==> src/rtl/easyaxi_traffic_ctrl.sv <==
// Traffic sequencer for the EasyAXI top level.
// Runs NUM_ITER read-then-write session pairs, holding each enable for
// HOLD_CYC cycles after its done and idling GAP_CYC cycles between sessions.
// A watchdog aborts the run into ERR if a request is never answered.
module easyaxi_traffic_ctrl #(
  parameter int NUM_ITER = 4,
  parameter int HOLD_CYC = 3,
  parameter int GAP_CYC  = 5,
  parameter int TIMEOUT  = 1024,
  parameter int CNT_W    = 8
) (
  input  logic             clk,
  input  logic             rst,
  input  logic             start,
  output logic             rd_en,
  input  logic             rd_done,
  output logic             wr_en,
  input  logic             wr_done,
  output logic             busy,
  output logic             done,
  output logic             timeout_err,
  output logic [CNT_W-1:0] rd_cnt,
  output logic [CNT_W-1:0] wr_cnt
);

  // Counter widths; every counter is at least one bit wide.
  localparam int IT_W  = (NUM_ITER < 2) ? 1 : $clog2(NUM_ITER + 1);
  localparam int TM_MX = (HOLD_CYC > GAP_CYC) ? HOLD_CYC : GAP_CYC;
  localparam int TM_W  = (TM_MX < 2) ? 1 : $clog2(TM_MX);
  localparam int WD_W  = (TIMEOUT < 2) ? 1 : $clog2(TIMEOUT);

  // Terminal values: hold/gap/watchdog count 0..N-1, iteration counts sessions done.
  localparam logic [TM_W-1:0] HOLD_LAST = TM_W'(HOLD_CYC - 1);
  localparam logic [TM_W-1:0] GAP_LAST  = TM_W'(GAP_CYC - 1);
  localparam logic [WD_W-1:0] WD_LAST   = WD_W'(TIMEOUT - 1);
  localparam logic [IT_W-1:0] IT_LAST   = IT_W'(NUM_ITER - 1);

  typedef enum logic [3:0] {
    IDLE, RD_REQ, RD_HOLD, RD_GAP, WR_REQ, WR_HOLD, WR_GAP, DONE, ERR
  } state_t;

  state_t           state_q, state_d;
  logic [IT_W-1:0]  iter_q, iter_d;
  logic [TM_W-1:0]  tmr_q, tmr_d;     // shared hold/gap timer
  logic [WD_W-1:0]  wdog_q, wdog_d;
  logic [CNT_W-1:0] rd_cnt_q, rd_cnt_d;
  logic [CNT_W-1:0] wr_cnt_q, wr_cnt_d;
  logic             rd_en_q, rd_en_d;
  logic             wr_en_q, wr_en_d;
  logic             busy_q, busy_d;
  logic             done_q, done_d;
  logic             err_q, err_d;

  // State register and all counters/outputs, cleared asynchronously.
  always_ff @(posedge clk or posedge rst) begin
    if (rst) begin
      state_q  <= IDLE;
      iter_q   <= '0;
      tmr_q    <= '0;
      wdog_q   <= '0;
      rd_cnt_q <= '0;
      wr_cnt_q <= '0;
      rd_en_q  <= 1'b0;
      wr_en_q  <= 1'b0;
      busy_q   <= 1'b0;
      done_q   <= 1'b0;
      err_q    <= 1'b0;
    end else begin
      state_q  <= state_d;
      iter_q   <= iter_d;
      tmr_q    <= tmr_d;
      wdog_q   <= wdog_d;
      rd_cnt_q <= rd_cnt_d;
      wr_cnt_q <= wr_cnt_d;
      rd_en_q  <= rd_en_d;
      wr_en_q  <= wr_en_d;
      busy_q   <= busy_d;
      done_q   <= done_d;
      err_q    <= err_d;
    end
  end

  // Next-state and counter updates; outputs are decoded from the next state
  // so every output comes straight from a flop.
  always_comb begin
    state_d  = state_q;
    iter_d   = iter_q;
    tmr_d    = tmr_q;
    wdog_d   = wdog_q;
    rd_cnt_d = rd_cnt_q;
    wr_cnt_d = wr_cnt_q;

    unique case (state_q)
      IDLE, DONE, ERR: begin
        if (start) begin
          rd_cnt_d = '0;
          wr_cnt_d = '0;
          iter_d   = '0;
          tmr_d    = '0;
          wdog_d   = '0;
          state_d  = (NUM_ITER == 0) ? DONE : RD_REQ;
        end
      end
      // A done on the last watchdog cycle still counts as completion.
      RD_REQ: begin
        if (rd_done) begin
          rd_cnt_d = rd_cnt_q + 1'b1;
          wdog_d   = '0;
          state_d  = RD_HOLD;
        end else if (wdog_q == WD_LAST) begin
          wdog_d  = '0;
          state_d = ERR;
        end else begin
          wdog_d = wdog_q + 1'b1;
        end
      end
      RD_HOLD: begin
        if (tmr_q == HOLD_LAST) begin
          tmr_d   = '0;
          state_d = RD_GAP;
        end else begin
          tmr_d = tmr_q + 1'b1;
        end
      end
      RD_GAP: begin
        if (tmr_q == GAP_LAST) begin
          tmr_d   = '0;
          state_d = WR_REQ;
        end else begin
          tmr_d = tmr_q + 1'b1;
        end
      end
      WR_REQ: begin
        if (wr_done) begin
          wr_cnt_d = wr_cnt_q + 1'b1;
          wdog_d   = '0;
          state_d  = WR_HOLD;
        end else if (wdog_q == WD_LAST) begin
          wdog_d  = '0;
          state_d = ERR;
        end else begin
          wdog_d = wdog_q + 1'b1;
        end
      end
      WR_HOLD: begin
        if (tmr_q == HOLD_LAST) begin
          tmr_d   = '0;
          state_d = WR_GAP;
        end else begin
          tmr_d = tmr_q + 1'b1;
        end
      end
      WR_GAP: begin
        if (tmr_q == GAP_LAST) begin
          tmr_d   = '0;
          iter_d  = iter_q + 1'b1;
          state_d = (iter_q == IT_LAST) ? DONE : RD_REQ;
        end else begin
          tmr_d = tmr_q + 1'b1;
        end
      end
      default: state_d = IDLE;
    endcase

    rd_en_d = (state_d == RD_REQ) || (state_d == RD_HOLD);
    wr_en_d = (state_d == WR_REQ) || (state_d == WR_HOLD);
    busy_d  = !((state_d == IDLE) || (state_d == DONE) || (state_d == ERR));
    done_d  = (state_d == DONE);
    err_d   = (state_d == ERR);
  end

  assign rd_en       = rd_en_q;
  assign wr_en       = wr_en_q;
  assign busy        = busy_q;
  assign done        = done_q;
  assign timeout_err = err_q;
  assign rd_cnt      = rd_cnt_q;
  assign wr_cnt      = wr_cnt_q;

endmodule

==> config.mk <==
export PLATFORM = sky130hd
export DESIGN_NAME = easyaxi_traffic_ctrl
export DESIGN_NICKNAME = d
export VERILOG_FILES = /design/src/rtl/easyaxi_traffic_ctrl.sv
export SDC_FILE = /design/constraint.sdc
export NUM_CORES = 1
export LEC_CHECK = 0
export ABC_AREA = 1
export ABC_CLOCK_PERIOD_IN_PS = 2800
export CORE_MARGIN = 5
export CORE_UTILIZATION = 45
export CTS_BUF_LIST = sky130_fd_sc_hd__clkbuf_16
export DETAILED_ROUTE_END_ITERATION = 8
export PLACE_DENSITY = 0.66
export SLEW_MARGIN = 20
export SYNTH_ARGS = -nofsm -noshare
export SYNTH_HDL_FRONTEND = slang
export SYNTH_SLANG_ARGS = --single-unit
==> constraint.sdc <==
create_clock -name clk -period 2.8 [get_ports clk]
set_input_delay 0.7 -clock clk [delete_from_list [all_inputs] [get_ports clk]]
set_output_delay 0.7 -clock clk [all_outputs]
set_load 0.01 [all_outputs]
# ---- Word level (Yosys, flattened, before mapping)
# Index checks and enable logic that the tools add are counted.
dict set report word_totals {
  regBits 41
  inputBits 5
}
dict set report op_classes {
  addsub 5
  n_eq_ne 22
  muxes 26
  reduce_logical 20
}
# op n
set op_table {}
lappend op_table {{$mux 10} 4}
lappend op_table {{$mux 4} 8}
lappend op_table {{$pmux 8 s2} 2}
lappend op_table {{$pmux 10 s3} 1}
lappend op_table {{$eq 4x3->1 const B} 7}
lappend op_table {{$pmux 4 s7} 1}
lappend op_table {{$mux 8} 3}
lappend op_table {{$add 8x1->8 const B} 2}
lappend op_table {{$mux 3} 5}
lappend op_table {{$eq 4x2->1 const B} 3}
lappend op_table {{$add 10x1->10 const B} 1}
lappend op_table {{$eq 10x10->1 const B} 1}
lappend op_table {{$pmux 3 s3} 1}
lappend op_table {{$reduce_and 3->1} 3}
lappend op_table {{$eq 4x1->1 const B} 2}
lappend op_table {{$eq 4x4->1 const B} 2}
lappend op_table {{$logic_not 4->1} 2}
lappend op_table {{$ne 2x2->1 const B} 4}
lappend op_table {{$add 3x1->3 const B} 2}
lappend op_table {{$eq 3x2->1 const B} 2}
lappend op_table {{$pmux 3 s2} 1}
lappend op_table {{$reduce_bool 2->1} 3}
lappend op_table {{$reduce_bool 3->1} 2}
lappend op_table {{$logic_or 1x1->1} 4}
lappend op_table {{other kinds (5)} 7}

# ---- Longest topological paths before layout
# Gate-level depths: netlist of run 1.
dict set report depth {
  ltp_word 8
  depth_mapped 13
}

# ---- Worst setup path before layout of run 1
# No wires, ideal clock.
dict set report synth_timing {
  kind {register to register}
  startpoint {register iter_q[0]}
  endpoint {register busy_q, in the netlist busy}
  t_arrival_ps 1400
  t_required_ps 2687
  slack_ps 1287
  path_stages_with_launch 11
  n_path_buf 0
  synth_period_minus_slack_ps 1513
  path_cell_list {dfrtp_1 ha_1 ha_1 inv_1 nand3_1 nand3_1 nand3_1 nor3b_1 nand3_1 nand2_1 inv_1}
}
dict set report synth_via {
  elab_chain_cells 8
}
# item line
set synth_rtl {}
lappend synth_rtl {{start: declaration} 43} ;# logic [IT_W-1:0] iter_q, iter_d;
lappend synth_rtl {{start signal: assignment} 70} ;# iter_q <= iter_d;
lappend synth_rtl {{$eq 3x2->1 (*)} 157} ;# state_d = (iter_q == IT_LAST) ? DONE : RD_REQ;
lappend synth_rtl {{$mux 3 (*)} 157}
lappend synth_rtl {{$mux 4 (*)} 154} ;# if (tmr_q == GAP_LAST) begin
lappend synth_rtl {{$pmux 4 s7 (*)} 93} ;# unique case (state_q)
lappend synth_rtl {{$eq 4x3->1 / $logic_not 4->1 (equally long branches)} 167} ;# busy_d = !((state_d == IDLE) || (state_d == DONE) || (state_d == ERR));
lappend synth_rtl {{$logic_or 1x1->1} 167}
lappend synth_rtl {{$logic_or 1x1->1 (*)} 167}
lappend synth_rtl {{$logic_not 1->1 (*)} 167}
lappend synth_rtl {{net busy_d} 50} ;# logic busy_q, busy_d;
lappend synth_rtl {{end signal: assignment} 77} ;# busy_q <= busy_d;
lappend synth_rtl {{end: declaration} 50}
# The timed path passes the listed nets; every way through them passes the cells marked *.
# A chain may end at the register's enable or synchronous reset.

# ---- Worst setup path after layout of run 1
dict set report layout_timing {
  startpoint {input port start}
  endpoint {register wdog_q[4]}
}
dict set report layout_via {
  elab_chain_cells 2
}
# item line
set layout_rtl {}
lappend layout_rtl {{start: declaration} 14} ;# input logic start,
lappend layout_rtl {{$ne 2x2->1 (no source line)} -}
lappend layout_rtl {{$reduce_and 2->1 (no source line)} -}
lappend layout_rtl {{end signal: assignment} 72} ;# wdog_q <= wdog_d;
lappend layout_rtl {{end: declaration} 45} ;# logic [WD_W-1:0] wdog_q, wdog_d;
# No other way between the ends.

==> reports/results.tsv, run 1 <==
stage	metric	value	unit
sta	unrepaired setup endpoints after global routing	false	
cts	count of instances resized after the clock tree is built	0	
cts	Worst-path clk slew	0.05	ns
synth	Cells after Synth	321	
cts	clk sink count	41	
finish	layout overhead on the synthesized area	18.9	%
synth	dominant register cell in the synthesized netlist	sky130_fd_sc_hd__dfrtp_1	
worst_setup_path	destination of the worst register-to-register timing path	wdog_q[4]$_DFFE_PP0P_	
synth	number of distinct library cells after synthesis	32	
flow_run	Max-cap violations	0	
cts	clock tree from TritonCTS	built	
worst_hold_path	Worst Hold Launch	tmr_q[0]$_DFFE_PP0P_	
cts	worst-skew pair later-pin latency	0.28	ns
place	final weighted congestion in routability-driven placement	0.868	
place	half-perimeter wire length after detailed placement	3.63	mm
die	count of boundary I/O pins	26	
finish	area of all sequential standard cells	1030	um2
grt	global route total overflow	0	
worst_hold_path	classification of the worst-slack hold path	flip-flop to flip-flop	
synth	share of synthesized cell area in and, or, nand and nor gates	29.9	%
detailed_routing	average via count per standard cell	4.90	
worst_setup_path	crit path max fanout	11	
die	area of the core	5410	um2
synth	cell type contributing the most total cell area after synthesis	sky130_fd_sc_hd__dfrtp_1	
sta	worst-margin pin slew	0.576	ns
grt	vias in the first global route	1915	
die	Die ar.	7040	um2
sta	achievable clock frequency	0.488	GHz
worst_setup_path	r2r worst-path depth	9	
finish	final std cells w/o fill	424	
worst_setup_path	delay-heaviest family, CP	buffers and inverters	
place	Placed Instances	417	
synth	Post-Synthesis Net Count	334	
finish	Total Nets Final	365	
worst_setup_path	data arrival time at the worst-slack endpoint	2.25	ns
synth	xor/xnor share of the synthesized area	5.35	%
cts	count of buffers added by post-CTS timing repair for setup	0	
place	quantity of I/O buffers inserted on ports	25	
die	die height	83.9	um
worst_setup_path	CP Class	input port to flip-flop	
synth	post-synthesis sequential element count	41	
finish	antenna cell count	0	
sta	worst slew margin relative to its limit	61.6	%
power	leakage dissipation	1.46	nW
detailed_routing	count of TritonRoute iterations in the first routing pass	4	
worst_hold_path	Cells on Worst Hold Path	1	
cts	root buffer cell	sky130_fd_sc_hd__clkbuf_16	
detailed_routing	wire length per cell	11.4	um
worst_setup_path	CP cell instances	clkdlybuf4s50_1 > inv_1 > nand2_2 > nand2_1 > clkinv_1 > nand3_1 > o21ai_1 > nor2_1	
worst_setup_path	startpoint of the lowest-slack register-to-register path	state_q[1]$_DFF_PP0_	
cts	cts bufs inserted	5	
cts	count of hold buffers inserted by post-cts repair	0	
detailed_routing	initial drt markers	107	
sta	Final Hold Fails	0	
grt	first-pass GRT wire length	8.69	mm
synth	Adder-Cell Fraction of Synth Area	4.07	%
synth	multiplexer share of the synthesized area	0	%
worst_setup_path	Buf/Inv on CP	3	
worst_setup_path	peak per-stage delay on the critical path	0.45	ns
cts	maximum buffer depth of the clock tree	2	
sta	max-slew violation total from the final report	0	
worst_hold_path	hold worst-path end	tmr_q[0]$_DFFE_PP0P_	
die	Die W	83.9	um
grt	total global routing track utilization	14.9	%
synth	Yosys warning count	0	
detailed_routing	drc violations	0	
synth	share of the synthesized area in the top cell type	41.8	%
finish	Fillers	499	
synth	compound-gate portion of the synthesized area	9.73	%
power	largest voltage drop on the vdd net	484	uV
grt	number of antenna violations at the first check in global routing	0	
worst_setup_path	nature of the critical path endpoint	flip-flop	
grt	maximum number of pins on one net before global-route repair	42	
detailed_routing	final wirelength	4.82	mm
sta	setup TNS	0	ns
worst_setup_path	Slowest-stage cell, CP	sky130_fd_sc_hd__clkdlybuf4s50_1	
finish	layout cells sized above 1	8.24	%
detailed_routing	count of antenna-violating nets left after detailed routing	0	
synth	cell area after synthesis	2460	um2
outcome	result of the run	complete, no violations	
worst_setup_path	type of origin of the critical path	input port	
detailed_routing	via count	2079	
synth	most area-consuming cells after synthesis	sky130_fd_sc_hd__dfrtp_1 (42%), sky130_fd_sc_hd__nand2_1 (12%), sky130_fd_sc_hd__inv_1 (7.2%), sky130_fd_sc_hd__nand3_1 (6.9%), sky130_fd_sc_hd__xor2_1 (4.6%)	
worst_setup_path	data required time at the worst endpoint	3.00	ns
synth	number of synthesized flops with an enable pin	0	
power	Pwr Density	864	nW/um2
sta	final critical-path required period	2.05	ns
finish	multi-input combinational cell area	1210	um2
die	Initial Util	45.5	%
sta	post-route clock period utilization	73.1	%
synth	largest family of logic cells by synthesized area	simple AND/OR/NAND/NOR gates	
synth	most instantiated library cell after synthesis	sky130_fd_sc_hd__nand2_1	
sta	count of final setup violators	0	
synth	average cell area after synthesis	7.66	um2
worst_setup_path	setup slack on the worst flop-to-flop path	0.83	ns
cts	CTS H-tree lvls	2	
synth	leading cell types by count after synthesis	sky130_fd_sc_hd__nand2_1 (79), sky130_fd_sc_hd__inv_1 (47), sky130_fd_sc_hd__dfrtp_1 (41)	
synth	async set-reset flop share out of synthesis	100	%
synth	sequential element share of the synthesized area	41.8	%
sta	Worst Clk Skew	0.00268	ns
die	row cnt	27	
per-layer routing:
layer	global-route usage (%)	up-vias	wire length [um]
li1	-	1096	-
met1	21.1	947	2490
met2	21.9	32	2130
met3	3.95	4	163
met4	5.41	0	42
met5	0	-	0
cells in the final DEF (no fill, tap or decap), types with 2 or more instances in the layout:
cell,synthesis,routed
sky130_fd_sc_hd__nor2_4,2,2
sky130_fd_sc_hd__xor2_1,13,13
sky130_fd_sc_hd__xnor2_1,2,2
sky130_fd_sc_hd__nand2_1,79,79
sky130_fd_sc_hd__ha_1,8,8
sky130_fd_sc_hd__nor3_1,3,3
sky130_fd_sc_hd__nor2_1,25,25
sky130_fd_sc_hd__nand2_2,5,5
sky130_fd_sc_hd__dfrtp_1,41,41
sky130_fd_sc_hd__o21ai_2,2,2
sky130_fd_sc_hd__clkinv_1,1,2
sky130_fd_sc_hd__inv_1,47,48
sky130_fd_sc_hd__inv_2,5,5
sky130_fd_sc_hd__nand4_1,7,7
sky130_fd_sc_hd__clkdlybuf4s50_1,0,25
sky130_fd_sc_hd__o21ai_0,5,5
sky130_fd_sc_hd__o22ai_1,2,2
sky130_fd_sc_hd__a21oi_1,9,9
sky130_fd_sc_hd__clkbuf_16,0,5
sky130_fd_sc_hd__nor2_2,3,3
sky130_fd_sc_hd__o31ai_1,9,9
sky130_fd_sc_hd__nand2_4,2,2
sky130_fd_sc_hd__nand3_1,34,34
sky130_fd_sc_hd__o21ai_1,6,6
logic make-up after synthesis:
group / after synthesis
adders and majority gates: 8
buffers and inverters: 57
DFF: 41
xor gates and xnor gates: 15
and+or+nand+nor: 163
AOI/OAI and AO/OA: 37
where the power goes:
part,switching (W),internal [W],leakage [nW]
clock network,0.000200,0.000318,0.0685
registers,0.000106,0.000702,0.555
logic,0.000792,0.000408,0.835
total,0.00110,0.00143,1.46
worst max path at each step:
stage | start | cells after the start | to
2_1_floorplan | rst | 1 | busy$_DFF_PP0_
3_3_place_gp | start | 8 | wdog_q[4]$_DFFE_PP0P_
3_5_place_dp | start | 8 | wdog_q[4]$_DFFE_PP0P_
4_1_cts | start | 8 | wdog_q[4]$_DFFE_PP0P_
5_1_grt | start | 8 | wdog_q[4]$_DFFE_PP0P_
6_report | start | 8 | wdog_q[4]$_DFFE_PP0P_
per-stage QoR:
stage	area [um2]	setup slack (ns)	total power [W]	hold WS (ns)	util (%)
CTS	2920	0.761	0.00257	0.507	54.1
global route	2920	0.644	0.00278	0.553	54.1
floorplan	2460	1.15	0.00176	0.467	-
global placement	2790	0.545	0.00201	0.484	51.6
finish	2920	0.752	0.00253	0.502	54.1
detailed placement	2790	0.472	0.00203	0.500	51.6
registers in the layout, summed over array words and instances (netlist names), 3 cells and up:
signal   cells
rd_cnt       8
wr_cnt       8
state_q      4
tmr_q        3
wdog_q      10
iter_q       3
layout make-up:
class	instances	share of cell area, %
multi-input combinational	223	41.3
sequential	41	35.1
timing repair buffer	26	8.82
inverter	55	7.19
clock buffer	5	4.28
tap	72	3.08
clock inverter	2	0.257
worst register-to-register path, cell delays in order, from the launching register on:
cell and delay, ns:
sky130_fd_sc_hd__dfrtp_1 0.44, sky130_fd_sc_hd__nor2_1 0.19, sky130_fd_sc_hd__nand2_1 0.11, sky130_fd_sc_hd__o21ai_4 0.13, sky130_fd_sc_hd__nand2_2 0.15, sky130_fd_sc_hd__nand2_1 0.32
sky130_fd_sc_hd__clkinv_1 0.26, sky130_fd_sc_hd__nand3_1 0.12, sky130_fd_sc_hd__o21ai_1 0.06, sky130_fd_sc_hd__nor2_1 0.10
Power figures use the tool's default switching activity.
==> run 2, diff against run 1 <==
- ABC_CLOCK_PERIOD_IN_PS: 2800 -> 2000
- clock period: 2.8 -> 2 ns (I/O delays scaled with it)
==> run 2 against run 1 <==
  * Clock-buffer cell count is the same
  * Non-clock buffer count increased by 2
  * Combinational power increased by 48%
  * Sequential cell count unchanged
  * Worst setup slack worse by 0.56 ns
  * Critical path type is now flip-flop to output pin
  * Global-route usage grew 1.0 points
  * Final area rose by 2.1%
  * Utilization rose by 1.2 points
  * Clock power increased by 74%
  * Register-to-register slack worse by 0.58 ns
  * Sequential power grew 40%
  * Die area unchanged
==> reports/results.tsv, run 2 (synthesized netlist as in run 1, its figures left out) <==
stage	metric	value	unit	change
outcome	result of the run	complete, no violations		
worst_setup_path	Buf/Inv on CP	1		-2
worst_setup_path	Worst path depth	1		-7
worst_setup_path	startpoint of the lowest-slack register-to-register path	state_q[1]$_DFF_PP0_		
grt	first-pass GRT wire length	9.40	mm	+8.3%
sta	final critical-path required period	1.80	ns	
worst_setup_path	destination of the worst register-to-register timing path	wdog_q[4]$_DFFE_PP0P_		
worst_setup_path	delay-heaviest family, CP	buffers and inverters		
worst_setup_path	type of origin of the critical path	flip-flop		
worst_setup_path	Slowest-stage cell, CP	sky130_fd_sc_hd__clkdlybuf4s50_1		
cts	root buffer cell	sky130_fd_sc_hd__clkbuf_16		
finish	layout overhead on the synthesized area	21.5	%	
power	Pwr Density	1270	nW/um2	+47%
power	leakage dissipation	1.49	nW	+1.9%
finish	number of flip-flops in the largest register	10		unchanged
sta	Final Hold Slack	0.501	ns	-0.000912 ns
detailed_routing	count of TritonRoute iterations in the first routing pass	4		unchanged
die	die height	83.9	um	unchanged
sta	Final Hold Fails	0		unchanged
worst_setup_path	nature of the critical path endpoint	output pin		
worst_setup_path	CP cell instances	clkdlybuf4s50_1		
die	area of the core	5410	um2	unchanged
sta	max-slew violation total from the final report	0		unchanged
worst_setup_path	peak per-stage delay on the critical path	0.58	ns	+0.13 ns
grt	vias in the first global route	2116		+10%
sta	count of final setup violators	0		unchanged
cts	worst-skew pair later-pin latency	0.28	ns	about the same
detailed_routing	average via count per standard cell	4.95		+1.0%
die	count of boundary I/O pins	26		unchanged
place	quantity of I/O buffers inserted on ports	25		unchanged
worst_setup_path	CP Class	flip-flop to output pin		
worst_setup_path	Critical Path Sink	rd_cnt[0]		
detailed_routing	drc violations	0		unchanged
sta	worst slew margin relative to its limit	61.1	%	-0.50 points
worst_setup_path	data required time at the worst endpoint	1.50	ns	-1.50 ns
place	final weighted congestion in routability-driven placement	0.831		-4.2%
finish	Total Nets Final	367		+0.55%
sta	Worst Clk Skew	0.00312	ns	+0.000438 ns
place	half-perimeter wire length after detailed placement	3.81	mm	+5.0%
grt	number of antenna violations at the first check in global routing	0		unchanged
worst_setup_path	setup slack on the worst flop-to-flop path	0.25	ns	-0.58 ns
grt	global route total overflow	0		unchanged
detailed_routing	final wirelength	5.06	mm	+5.1%
finish	Fillers	518		+3.8%
detailed_routing	wire length per cell	11.9	um	+4.3%
die	row cnt	27		unchanged
sta	worst-margin pin slew	0.583	ns	+0.00752 ns
worst_setup_path	crit path max fanout	6		-5
finish	multi-input combinational cell area	1210	um2	+0.41%
cts	maximum buffer depth of the clock tree	2		unchanged
cts	CTS H-tree lvls	2		unchanged
worst_setup_path	r2r worst-path depth	9		unchanged
finish	area of all sequential standard cells	1030	um2	unchanged
die	Die ar.	7040	um2	unchanged
worst_setup_path	startpoint of the worst setup timing path	rd_cnt[0]$_DFFE_PP0P_		
sta	post-route clock period utilization	90.2	%	
finish	commonest non-fill, non-tap cell in the layout	sky130_fd_sc_hd__nand2_1		
cts	clock tree from TritonCTS	built		
cts	cts bufs inserted	5		unchanged
finish	layout cells sized above 1	9.01	%	+0.78 points
sta	achievable clock frequency	0.554	GHz	
die	Die W	83.9	um	unchanged
finish	commonest cells after routing, fill and taps aside	sky130_fd_sc_hd__nand2_1 (79), sky130_fd_sc_hd__inv_1 (48), sky130_fd_sc_hd__dfrtp_1 (41)		
flow_run	Max-cap violations	0		unchanged
cts	Worst-path clk slew	0.06	ns	about the same
cts	count of buffers added by post-CTS timing repair for setup	0		unchanged
grt	maximum number of pins on one net before global-route repair	42		unchanged
detailed_routing	via count	2115		+1.7%
die	Initial Util	45.5	%	unchanged
finish	Largest Register	wdog_q		
finish	antenna cell count	0		unchanged
worst_setup_path	data arrival time at the worst-slack endpoint	1.30	ns	-0.95 ns
detailed_routing	initial drt markers	83		-22%
detailed_routing	count of antenna-violating nets left after detailed routing	0		unchanged
sta	setup TNS	0	ns	unchanged
power	largest voltage drop on the vdd net	733	uV	+51%
cts	clk sink count	41		unchanged
sta	unrepaired setup endpoints after global routing	false		
worst_hold_path	classification of the worst-slack hold path	flip-flop to flip-flop		
grt	total global routing track utilization	16.0	%	+1.0 points
[run 2: cell count changes in the layout (fill, tap and decap cells not counted)]
cell,before,now
sky130_fd_sc_hd__bufinv_16,0,1
sky130_fd_sc_hd__buf_4,1,2
sky130_fd_sc_hd__buf_12,0,1
sky130_fd_sc_hd__nor2_2,3,2
sky130_fd_sc_hd__nor2_4,2,3
[run 2: power breakdown]
part | internal (W) | total (W) | switching (W)
registers | 0.000983 | 0.00113 | 0.000150
logic | 0.000626 | 0.00177 | 0.00115
clock network | 0.000580 | 0.000901 | 0.000321
[run 2: final cells by class]
class,count,area share [%]
inverter,55,7.04
clock inverter,3,1.26
clock buffer,5,4.19
timing repair buffer,28,9.56
sequential,41,34.4
multi-input combinational,223,40.6
tap,72,3.02
[run 2: worst min path at each step]
| stage | depth (start not counted) | slack (ns) | startpoint | endpoint |
|---|---|---|---|---|
| final | 1 | 0.50 | tmr_q[0]$_DFFE_PP0P_ | tmr_q[0]$_DFFE_PP0P_ |
| after global routing | 1 | 0.54 | tmr_q[0]$_DFFE_PP0P_ | tmr_q[0]$_DFFE_PP0P_ |
| after CTS | 1 | 0.50 | tmr_q[0]$_DFFE_PP0P_ | tmr_q[0]$_DFFE_PP0P_ |
| after detailed placement | 1 | 0.49 | tmr_q[0]$_DFFE_PP0P_ | tmr_q[0]$_DFFE_PP0P_ |
| after global placement | 1 | 0.48 | tmr_q[0]$_DFFE_PP0P_ | tmr_q[0]$_DFFE_PP0P_ |
| after floorplan | 1 | 0.47 | tmr_q[0]$_DFFE_PP0P_ | tmr_q[0]$_DFFE_PP0P_ |
[run 2: layer usage]
layer | vias up | routed length, um | global-route usage [%]
li1 | 1091 | - | -
met1 | 983 | 2430 | 21.1
met2 | 37 | 2370 | 26.3
met3 | 4 | 221 | 3.95
met4 | 0 | 38 | 3.65
met5 | - | 0 | 0
[run 2: timing repair]
| action | 4_1_cts | 5_1_grt |
|---|---|---|
| gates resized for setup | 0 | 1 |
| setup endpoints to repair | 0 | 1 |
| hold buffers | 0 | 0 |
[run 2: per-stage QoR]
step | util (%) | cell area (um2) | instances | power, W | setup WS [ns]
after global placement | 52.1 | 2820 | 419 | 0.00289 | 0.0957
after detailed placement | 52.1 | 2820 | 419 | 0.00293 | 0.0444
after floorplan | - | 2460 | 321 | 0.00246 | 0.487
after CTS | 55.1 | 2980 | 427 | 0.00383 | 0.187
final | 55.2 | 2990 | 427 | 0.00381 | 0.196
after global routing | 55.2 | 2990 | 427 | 0.00415 | 0.0579
==> run 3, diff against run 2 <==
--- a/config.mk
+++ b/config.mk
@@ -9,2 +9,3 @@
 export ABC_CLOCK_PERIOD_IN_PS = 2000
+export CAP_MARGIN = 20
 export CORE_MARGIN = 5
@@ -14,2 +15,3 @@
 export PLACE_DENSITY = 0.66
+export RECOVER_POWER = 50
 export SLEW_MARGIN = 20
--- a/constraint.sdc
+++ b/constraint.sdc
@@ -3,2 +3,2 @@
 set_output_delay 0.5 -clock clk [all_outputs]
-set_load 0.01 [all_outputs]
+set_load 0.05 [all_outputs]
==> run 3 against run 2 <==
  * Non-clock buffer count increased by 1
  * Wire length decreased by 2.0%
  * Highest routed layer unchanged
  * Final cell count increased by 0.23%
  * Die area unchanged
  * Critical endpoint is now rd_en
==> reports/results.tsv, run 3 (synthesized netlist as in run 1, its figures left out) <==
stage	metric	value	unit	change
outcome	result of the run	complete, no violations		
detailed_routing	count of TritonRoute iterations in the first routing pass	4		unchanged
cts	count of instances resized after the clock tree is built	0		unchanged
place	Post-Place Worst Slack	0.108	ns	+0.0632 ns
worst_setup_path	setup slack on the worst flop-to-flop path	0.27	ns	+0.02 ns
finish	antenna cell count	0		unchanged
detailed_routing	initial drt markers	65		-22%
worst_setup_path	Critical Path Sink	rd_en		
finish	Largest Register	wdog_q		
worst_hold_path	classification of the worst-slack hold path	flip-flop to flip-flop		
finish	commonest cells after routing, fill and taps aside	sky130_fd_sc_hd__nand2_1 (79), sky130_fd_sc_hd__inv_1 (47), sky130_fd_sc_hd__dfrtp_1 (41)		
sta	achievable clock frequency	0.523	GHz	-5.7%
power	largest voltage drop on the vdd net	1100	uV	+50%
power	Pwr Density	1350	nW/um2	+6.3%
die	Initial Util	45.5	%	unchanged
grt	first-pass GRT wire length	8.85	mm	-5.9%
finish	cell area after layout	2900	um2	-2.9%
detailed_routing	via count	2092		-1.1%
finish	Total Nets Final	368		+0.27%
cts	maximum buffer depth of the clock tree	2		unchanged
worst_setup_path	CP Class	flip-flop to output pin		
sta	worst-margin pin slew	0.994	ns	+0.410 ns
cts	Worst-path clk slew	0.06	ns	about the same
sta	Worst Clk Skew	0.00574	ns	+0.00262 ns
worst_setup_path	crit path max fanout	1		-5
worst_setup_path	Worst path depth	1		unchanged
worst_setup_path	startpoint of the lowest-slack register-to-register path	wdog_q[0]$_DFFE_PP0P_		
flow_run	Max-cap violations	0		unchanged
grt	maximum number of pins on one net before global-route repair	42		unchanged
place	half-perimeter wire length after detailed placement	3.79	mm	-0.43%
die	Die W	83.9	um	unchanged
worst_setup_path	startpoint of the worst setup timing path	rd_en$_DFF_PP0_		
cts	root buffer cell	sky130_fd_sc_hd__clkbuf_16		
sta	worst slew margin relative to its limit	33.7	%	-27 points
power	leakage dissipation	1.47	nW	-1.1%
detailed_routing	average via count per standard cell	4.89		-1.3%
place	quantity of I/O buffers inserted on ports	25		unchanged
worst_setup_path	data required time at the worst endpoint	1.50	ns	about the same
worst_setup_path	data arrival time at the worst-slack endpoint	1.41	ns	+0.11 ns
worst_setup_path	destination of the worst register-to-register timing path	busy$_DFF_PP0_		
cts	CTS H-tree lvls	2		unchanged
detailed_routing	drc violations	0		unchanged
place	final weighted congestion in routability-driven placement	0.860		+3.5%
finish	area of all sequential standard cells	1030	um2	unchanged
worst_setup_path	r2r worst-path depth	12		+3
worst_setup_path	nature of the critical path endpoint	output pin		
cts	cts bufs inserted	5		unchanged
finish	commonest non-fill, non-tap cell in the layout	sky130_fd_sc_hd__nand2_1		
finish	Fillers	515		-0.58%
finish	number of flip-flops in the largest register	10		unchanged
cts	worst-skew pair later-pin latency	0.28	ns	about the same
detailed_routing	count of antenna-violating nets left after detailed routing	0		unchanged
worst_setup_path	type of origin of the critical path	flip-flop		
place	cell area reported after detailed placement	2790	um2	-1.2%
worst_setup_path	CP cell instances	clkdlybuf4s50_1		
finish	layout overhead on the synthesized area	18.0	%	
sta	unrepaired setup endpoints after global routing	false		
worst_setup_path	peak per-stage delay on the critical path	0.80	ns	+0.22 ns
cts	clock tree from TritonCTS	built		
worst_hold_path	Worst Hold Launch	tmr_q[0]$_DFFE_PP0P_		
sta	max-slew violation total from the final report	0		unchanged
sta	final critical-path required period	1.91	ns	+0.109 ns
worst_setup_path	Slowest-stage cell, CP	sky130_fd_sc_hd__clkdlybuf4s50_1		
grt	total global routing track utilization	15.2	%	-0.80 points
finish	multi-input combinational cell area	1210	um2	-0.41%
power	power consumption	0.00393	W	+3.2%
grt	vias in the first global route	1986		-6.1%
sta	setup TNS	0	ns	unchanged
cts	count of hold buffers inserted by post-cts repair	0		unchanged
die	Die ar.	7040	um2	unchanged
die	area of the core	5410	um2	unchanged
grt	global route total overflow	0		unchanged
detailed_routing	final wirelength	4.96	mm	-2.0%
worst_setup_path	delay-heaviest family, CP	buffers and inverters		
finish	layout cells sized above 1	11.2	%	+2.2 points
sta	worst-case setup margin in the final layout	0.0868	ns	-0.109 ns
worst_setup_path	Buf/Inv on CP	1		unchanged
sta	post-route clock period utilization	95.7	%	+5.5 points
die	die height	83.9	um	unchanged
sta	Final Hold Fails	0		unchanged
die	count of boundary I/O pins	26		unchanged
sta	count of final setup violators	0		unchanged
cts	clk sink count	41		unchanged
cts	count of buffers added by post-CTS timing repair for setup	0		unchanged
die	row cnt	27		unchanged
grt	number of antenna violations at the first check in global routing	0		unchanged
detailed_routing	wire length per cell	11.6	um	-2.3%
-- run 3: where the power goes --
group | internal, W | switching [W]
logic | 0.000598 | 0.00130
clock network | 0.000584 | 0.000320
registers | 0.000983 | 0.000143
total | 0.00216 | 0.00176
-- run 3: layout make-up --
cell class / instances / area share [%]
tap: 72 / 3.11
sequential: 41 / 35.4
clock inverter: 3 / 1.42
clock buffer: 5 / 4.32
timing repair buffer: 29 / 6.91
inverter: 55 / 7.25
multi-input combinational: 223 / 41.6
-- run 3: worst min path at each step --
stage,to,slack (ns),cells after the start
after CTS,tmr_q[0]$_DFFE_PP0P_,0.51,1
final,tmr_q[0]$_DFFE_PP0P_,0.51,1
after detailed placement,tmr_q[0]$_DFFE_PP0P_,0.50,1
after global placement,tmr_q[0]$_DFFE_PP0P_,0.48,1
after floorplan,tmr_q[0]$_DFFE_PP0P_,0.47,1
after global routing,tmr_q[0]$_DFFE_PP0P_,0.54,1
-- run 3: through the flow --
step	hold WS, ns	util, %	cells
after floorplan	0.467	-	321
after global placement	0.484	51.5	420
after detailed placement	0.501	51.5	420
after CTS	0.509	54.6	428
after global routing	0.538	53.6	428
final	0.507	53.6	428
-- run 3: metal layers --
| metal | global-route usage, % | wire length, um | up-vias |
|---|---|---|---|
| met5 | 0 | 0 | - |
| li1 | - | - | 1096 |
| met3 | 3.85 | 157 | 8 |
| met2 | 24.1 | 2240 | 38 |
| met1 | 20.1 | 2480 | 950 |
| met4 | 5.12 | 85 | 0 |
